===== src/rtl/hdu_seq.sv =====
// Sequential hazard detection unit.
// Detects load-use and branch-operand hazards, then holds PC and IF/ID for a
// fixed number of bubble cycles using a small down-counter, so the stall
// length does not depend on upstream inputs staying stable. An external
// front-end hold freezes the unit. The unit also reports a hazard code and
// keeps a saturating count of inserted bubbles.
module hdu_seq #(
    parameter int              REG_W           = 5,
    parameter int              OP_W            = 6,
    parameter int              LOAD_USE_STALLS = 1,
    parameter bit              BRANCH_IN_ID    = 1'b1,
    parameter logic [OP_W-1:0] BEQ_OP          = OP_W'(6'b000100),
    parameter logic [OP_W-1:0] BNE_OP          = OP_W'(6'b000101),
    parameter int              PERF_W          = 32
) (
    input  logic                      clock_in,
    input  logic                      reset_in,
    input  logic                      hold_in,
    input  logic                      id_ex_memRead,
    input  logic                      id_ex_regWrite,
    input  logic [REG_W-1:0]          id_ex_rt,
    input  logic [REG_W-1:0]          id_ex_dst,
    input  logic                      ex_mem_memRead,
    input  logic [REG_W-1:0]          ex_mem_dst,
    input  logic [OP_W+2*REG_W-1:0]   instruction2msb_in,
    output logic                      pc_wr_out,
    output logic                      if_id_wr_out,
    output logic                      flush_control_out,
    output logic [1:0]                hazard_out,
    output logic [PERF_W-1:0]         stall_count_out
);

    localparam int INSTR_W = OP_W + 2*REG_W;
    // Counter must hold the longest demand, LOAD_USE_STALLS+1.
    localparam int CNT_W   = $clog2(LOAD_USE_STALLS + 2);

    localparam logic [1:0] HZ_NONE   = 2'b00;
    localparam logic [1:0] HZ_LOAD   = 2'b01;
    localparam logic [1:0] HZ_BR_ALU = 2'b10;
    localparam logic [1:0] HZ_BR_LD  = 2'b11;

    typedef enum logic {S_IDLE, S_STALL} state_t;

    state_t             state_q;
    logic [CNT_W-1:0]   cnt_q;
    logic [1:0]         code_q;
    logic [PERF_W-1:0]  perf_q;

    logic [OP_W-1:0]    opcode;
    logic [REG_W-1:0]   rs, rt;
    logic               rs_used, rt_used, is_branch;
    logic [CNT_W-1:0]   dem_n;
    logic [1:0]         dem_code;

    // Register 0 is hard-wired to zero, so it never carries a dependency.
    function automatic logic hit(input logic [REG_W-1:0] a, input logic [REG_W-1:0] b);
        return (a != '0) && (a == b);
    endfunction

    // Split the instruction head and work out which source fields are read.
    always_comb begin
        opcode    = instruction2msb_in[INSTR_W-1 -: OP_W];
        rs        = instruction2msb_in[2*REG_W-1:REG_W];
        rt        = instruction2msb_in[REG_W-1:0];
        is_branch = (opcode == BEQ_OP) || (opcode == BNE_OP);
        rt_used   = (opcode == '0) || is_branch || (opcode == OP_W'(6'b101011));
        rs_used   = !((opcode == OP_W'(2)) || (opcode == OP_W'(3)) ||
                      (opcode == OP_W'(6'b001111)));
    end

    // Collect stall demands; candidates go from lowest to highest tie priority
    // (10, 01, 11) so '>=' lets the later, higher-priority code win ties.
    always_comb begin
        dem_n    = '0;
        dem_code = HZ_NONE;
        if (BRANCH_IN_ID && is_branch && !(id_ex_memRead &&
                (hit(rs, id_ex_rt) || hit(rt, id_ex_rt))) &&
                id_ex_regWrite && (hit(rs, id_ex_dst) || hit(rt, id_ex_dst))) begin
            dem_n    = CNT_W'(1);
            dem_code = HZ_BR_ALU;
        end
        if (id_ex_memRead && ((rs_used && hit(rs, id_ex_rt)) ||
                              (rt_used && hit(rt, id_ex_rt))) &&
                CNT_W'(LOAD_USE_STALLS) >= dem_n) begin
            dem_n    = CNT_W'(LOAD_USE_STALLS);
            dem_code = HZ_LOAD;
        end
        if (BRANCH_IN_ID && is_branch && ex_mem_memRead &&
                (hit(rs, ex_mem_dst) || hit(rt, ex_mem_dst)) &&
                CNT_W'(LOAD_USE_STALLS) >= dem_n) begin
            dem_n    = CNT_W'(LOAD_USE_STALLS);
            dem_code = HZ_BR_LD;
        end
        if (BRANCH_IN_ID && is_branch && id_ex_memRead &&
                (hit(rs, id_ex_rt) || hit(rt, id_ex_rt))) begin
            dem_n    = CNT_W'(LOAD_USE_STALLS + 1);
            dem_code = HZ_BR_LD;
        end
    end

    // Pipeline control: reset forces a bubble, hold freezes the front end
    // without a bubble, otherwise stall while in STALL or on a fresh demand.
    always_comb begin
        pc_wr_out         = 1'b1;
        if_id_wr_out      = 1'b1;
        flush_control_out = 1'b0;
        hazard_out        = HZ_NONE;
        if (reset_in) begin
            pc_wr_out         = 1'b0;
            if_id_wr_out      = 1'b0;
            flush_control_out = 1'b1;
        end else if (hold_in) begin
            pc_wr_out    = 1'b0;
            if_id_wr_out = 1'b0;
            hazard_out   = (state_q == S_STALL) ? code_q : HZ_NONE;
        end else if (state_q == S_STALL) begin
            pc_wr_out         = 1'b0;
            if_id_wr_out      = 1'b0;
            flush_control_out = 1'b1;
            hazard_out        = code_q;
        end else if (dem_n != '0) begin
            pc_wr_out         = 1'b0;
            if_id_wr_out      = 1'b0;
            flush_control_out = 1'b1;
            hazard_out        = dem_code;
        end
    end

    // Stall FSM: the first bubble is issued from IDLE, the remaining N-1 are
    // counted down in STALL. Hold freezes state and counter.
    always_ff @(posedge clock_in or posedge reset_in) begin
        if (reset_in) begin
            state_q <= S_IDLE;
            cnt_q   <= '0;
            code_q  <= HZ_NONE;
        end else if (!hold_in) begin
            case (state_q)
                S_IDLE: begin
                    if (dem_n > CNT_W'(1)) begin
                        cnt_q   <= dem_n - CNT_W'(1);
                        code_q  <= dem_code;
                        state_q <= S_STALL;
                    end
                end
                S_STALL: begin
                    cnt_q <= cnt_q - CNT_W'(1);
                    if (cnt_q == CNT_W'(1))
                        state_q <= S_IDLE;
                end
                default: state_q <= S_IDLE;
            endcase
        end
    end

    // Saturating bubble counter; flush is never high during hold.
    always_ff @(posedge clock_in or posedge reset_in) begin
        if (reset_in)
            perf_q <= '0;
        else if (flush_control_out && (perf_q != {PERF_W{1'b1}}))
            perf_q <= perf_q + PERF_W'(1);
    end

    assign stall_count_out = perf_q;

endmodule


===== config.mk =====
export PLATFORM = sky130hd
export DESIGN_NAME = hdu_seq
export DESIGN_NICKNAME = d
export VERILOG_FILES = /design/src/rtl/hdu_seq.sv
export SDC_FILE = /design/constraint.sdc
export NUM_CORES = 1
export LEC_CHECK = 0
export ABC_AREA = 1
export BUFFER_PORTS_ARGS = -buffer_cell sky130_fd_sc_hd__buf_2
export CORE_ASPECT_RATIO = 1.4
export CORE_MARGIN = 5
export CORE_UTILIZATION = 45
export CTS_BUF_LIST = sky130_fd_sc_hd__clkbuf_4 sky130_fd_sc_hd__clkbuf_8 sky130_fd_sc_hd__clkbuf_16
export DETAILED_ROUTE_END_ITERATION = 6
export GPL_TIMING_DRIVEN = 1
export PLACE_DENSITY = 0.69
export SLEW_MARGIN = 20
export SYNTH_ARGS = -nofsm -noshare
export SYNTH_HDL_FRONTEND = slang
export SYNTH_SLANG_ARGS = --single-unit

===== constraint.sdc =====
create_clock -name clock_in -period 3.05 [get_ports clock_in]
set_clock_uncertainty 0.05 [all_clocks]
set_input_delay 0.305 -clock clock_in [delete_from_list [all_inputs] [get_ports clock_in]]
set_output_delay 0.305 -clock clock_in [all_outputs]
set_load 0.1 [all_outputs]

==> metrics.txt <==
gr usage total between 10% and 20%; Final ANT Viol Nets 0; drt wl/cell approximately 13 µm; largest net degree at the start of global routing 38; drt pass-1 iters 4; top cells by area, synth dfrtp_1 29%, nand2_1 18%, xor2_1 7.5%; # hold bufs at CTS 0; PD cells 440 mW/mm²; max-slew violations 0; min Tclk post-route 2270 ps; Antenna diodes 0; Die Ht 109 µm; initial antenna violation count 0; area occupied by multi-input gates 0.00194 mm²; Yosys warning count 0; Vias about 3100; Netlist cell types 33; initial DRC count 77; Worst setup SP type input pin; DRC violations left 0; I/O Pins between 70 and 80; fillers 704; Top FF cell, synth dfrtp_1; Clock Sinks 37; total grt overflow 0; vias per inst 4.90; Synth Register Bits 37; max-cap viol count 0; post-CTS setup buffer count 0; area leader, netlist dfrtp_1; cell with the most instances after synthesis nand2_1; vias in the first global route 2984; Routed WL 8210 µm; Worst Path Required ~2700 ps; TNS Setup 0 ps; share of layout cells above drive strength 1 23.3%; period utilization between 70% and 80%; Nets 567; RSZ-0062 raised after global routing false; Worst slew margin 66.4%; die area 0.00879 mm²; clock buffer count from CTS 5; sequential-to-total area share from yosys stat ~30%; Post-synth EDFFs 0; CP Capture Type primary output; worst setup margin 776 ps; share of the synthesized area in the top cell type 29.4%; fraction of registers with async set/reset 100%; IO Port Bufs 73; Hold Path Class input pin to asynchronous set/reset pin; cells after synthesis about 460; Post-Place Worst Slack roughly 750 ps; Core Area 0.00689 mm²; Mapped Area 0.00315 mm²; Final Hold Violating Endpoints 0; # H-tree levels 2; first-pass GRT wire length around 13000 µm; Reg area 926 µm²; worst-margin pin slew around 510 ps; Initial Util a little under half; kind of critical path input pin to primary output; PostCTS Resize Cnt 0; maximum vdd drop 612 µV; CTS Buffer Depth 2; syn avg cell area 6.88 µm²; Syn Nets 496; clock root buffer master clkbuf_8; run status complete, no violations; clk_lat worst skew 290 ps; Post-DP Area between 0.003 and 0.004 mm²; Worst-path clk slew 70 ps; num rows 36; f_max 440 MHz; static leakage 0.00198 µW; RePlAce Congestion 0.865; DP Wirelength roughly 6500 µm; Crit path arrival time 1920 ps; setup violators final 0; DIE WIDTH 80.7 µm; Critical Path Fanout Max 5; cell area after layout between 0.003 and 0.004 mm²; CTS tree built; final hold slack 193 ps; area grow syn2layout 17.3%; Synth top cells by count 153 x nand2_1, 47 x nand3_1, 44 x inv_1
-- final timing paths --
path	slack, ps	start	to	depth (start not counted)
setup / recovery	780	instruction2msb_in[7]	if_id_wr_out	11
hold / removal	190	reset_in	stall_count_out[20]	3
min in group clock_in	370	hold_in	cnt_q[1]	3
hold reg to reg	410	code_q[0]	code_q[0]	2
setup reg to reg	780	stall_count_out[1]	stall_count_out[27]	9
max in group asynchronous	2440	reset_in	stall_count_out[4]	3
-- cell type report --
type	instances	area share (%)
flip-flops and latches	37	25.1
clock buffers	5	1.86
multi-input cells	358	52.6
inverters	51	5.19
well taps	95	3.22
repair buffers	75	10.3
clock inverters	3	1.76
-- kinds of logic after synthesis --
family | share of synthesized area, %
compound gates | 1.95
xor+xnor | 13.4
fa+ha+maj | 0.795
buf+inv | 9.35
flops | 29.4
simple gates | 45.1
-- per-stage QoR --
step / util [%] / std cells / total power, µW
final: 53.6 / 624 / 1620
after global routing: 53.6 / 624 / 1700
after CTS: 53.6 / 624 / 1640
after detailed placement: 51.6 / 616 / 1130
after global placement: 51.6 / 616 / 1120
after floorplan: - / 457 / 1010
-- layout by cell type (no fill, tap or decap), types with 2 or more instances in the layout --
cell type  instances
nand2_1          153
xor2_1            27
bufinv_16          2
nor3_2             3
o21ai_0            4
nand2_2            6
ha_1               2
nor2_2             5
nor3_1             9
buf_2             73
inv_2              7
clkbuf_8           5
dfrtp_1           37
nand3_1           47
nor4_1             4
xnor2_1           21
nand3_2            9
inv_1             44
nor3_4             2
nand4_1           12
buf_4              2
a21oi_1            3
nor2_1            42
-- flip-flops by register name, summed over array words and instances, names as in the netlist --
signal / flops
stall_count_out: 32
cnt_q: 2
code_q: 2
state_q: 1
-- critical path: stages --
cell and delay [ps]:
buf_2 150, nor2_1 110, nand3_1 140, inv_1 100
nor2_1 50, nand2_1 50, nand2_1 70, nand2_1 80
nand3_2 140, nor4_4 240, buf_2 470
-- metal layers --
metal | track usage (%) | vias to the layer above | routed length [µm]
met2 | 35.8 | 91 | 4230
met3 | 2.64 | 24 | 410
met5 | 0 | - | 0
met4 | 11.0 | 0 | 381
met1 | 21.0 | 1368 | 3190
li1 | - | 1577 | -
-- power by group --
part           switching, µW  internal, µW  total, µW
Sequential              55.1           530        585
Clock                    180           325        505
Combinational            409           126        535
Note: power is estimated with default switching activity, not from simulation.
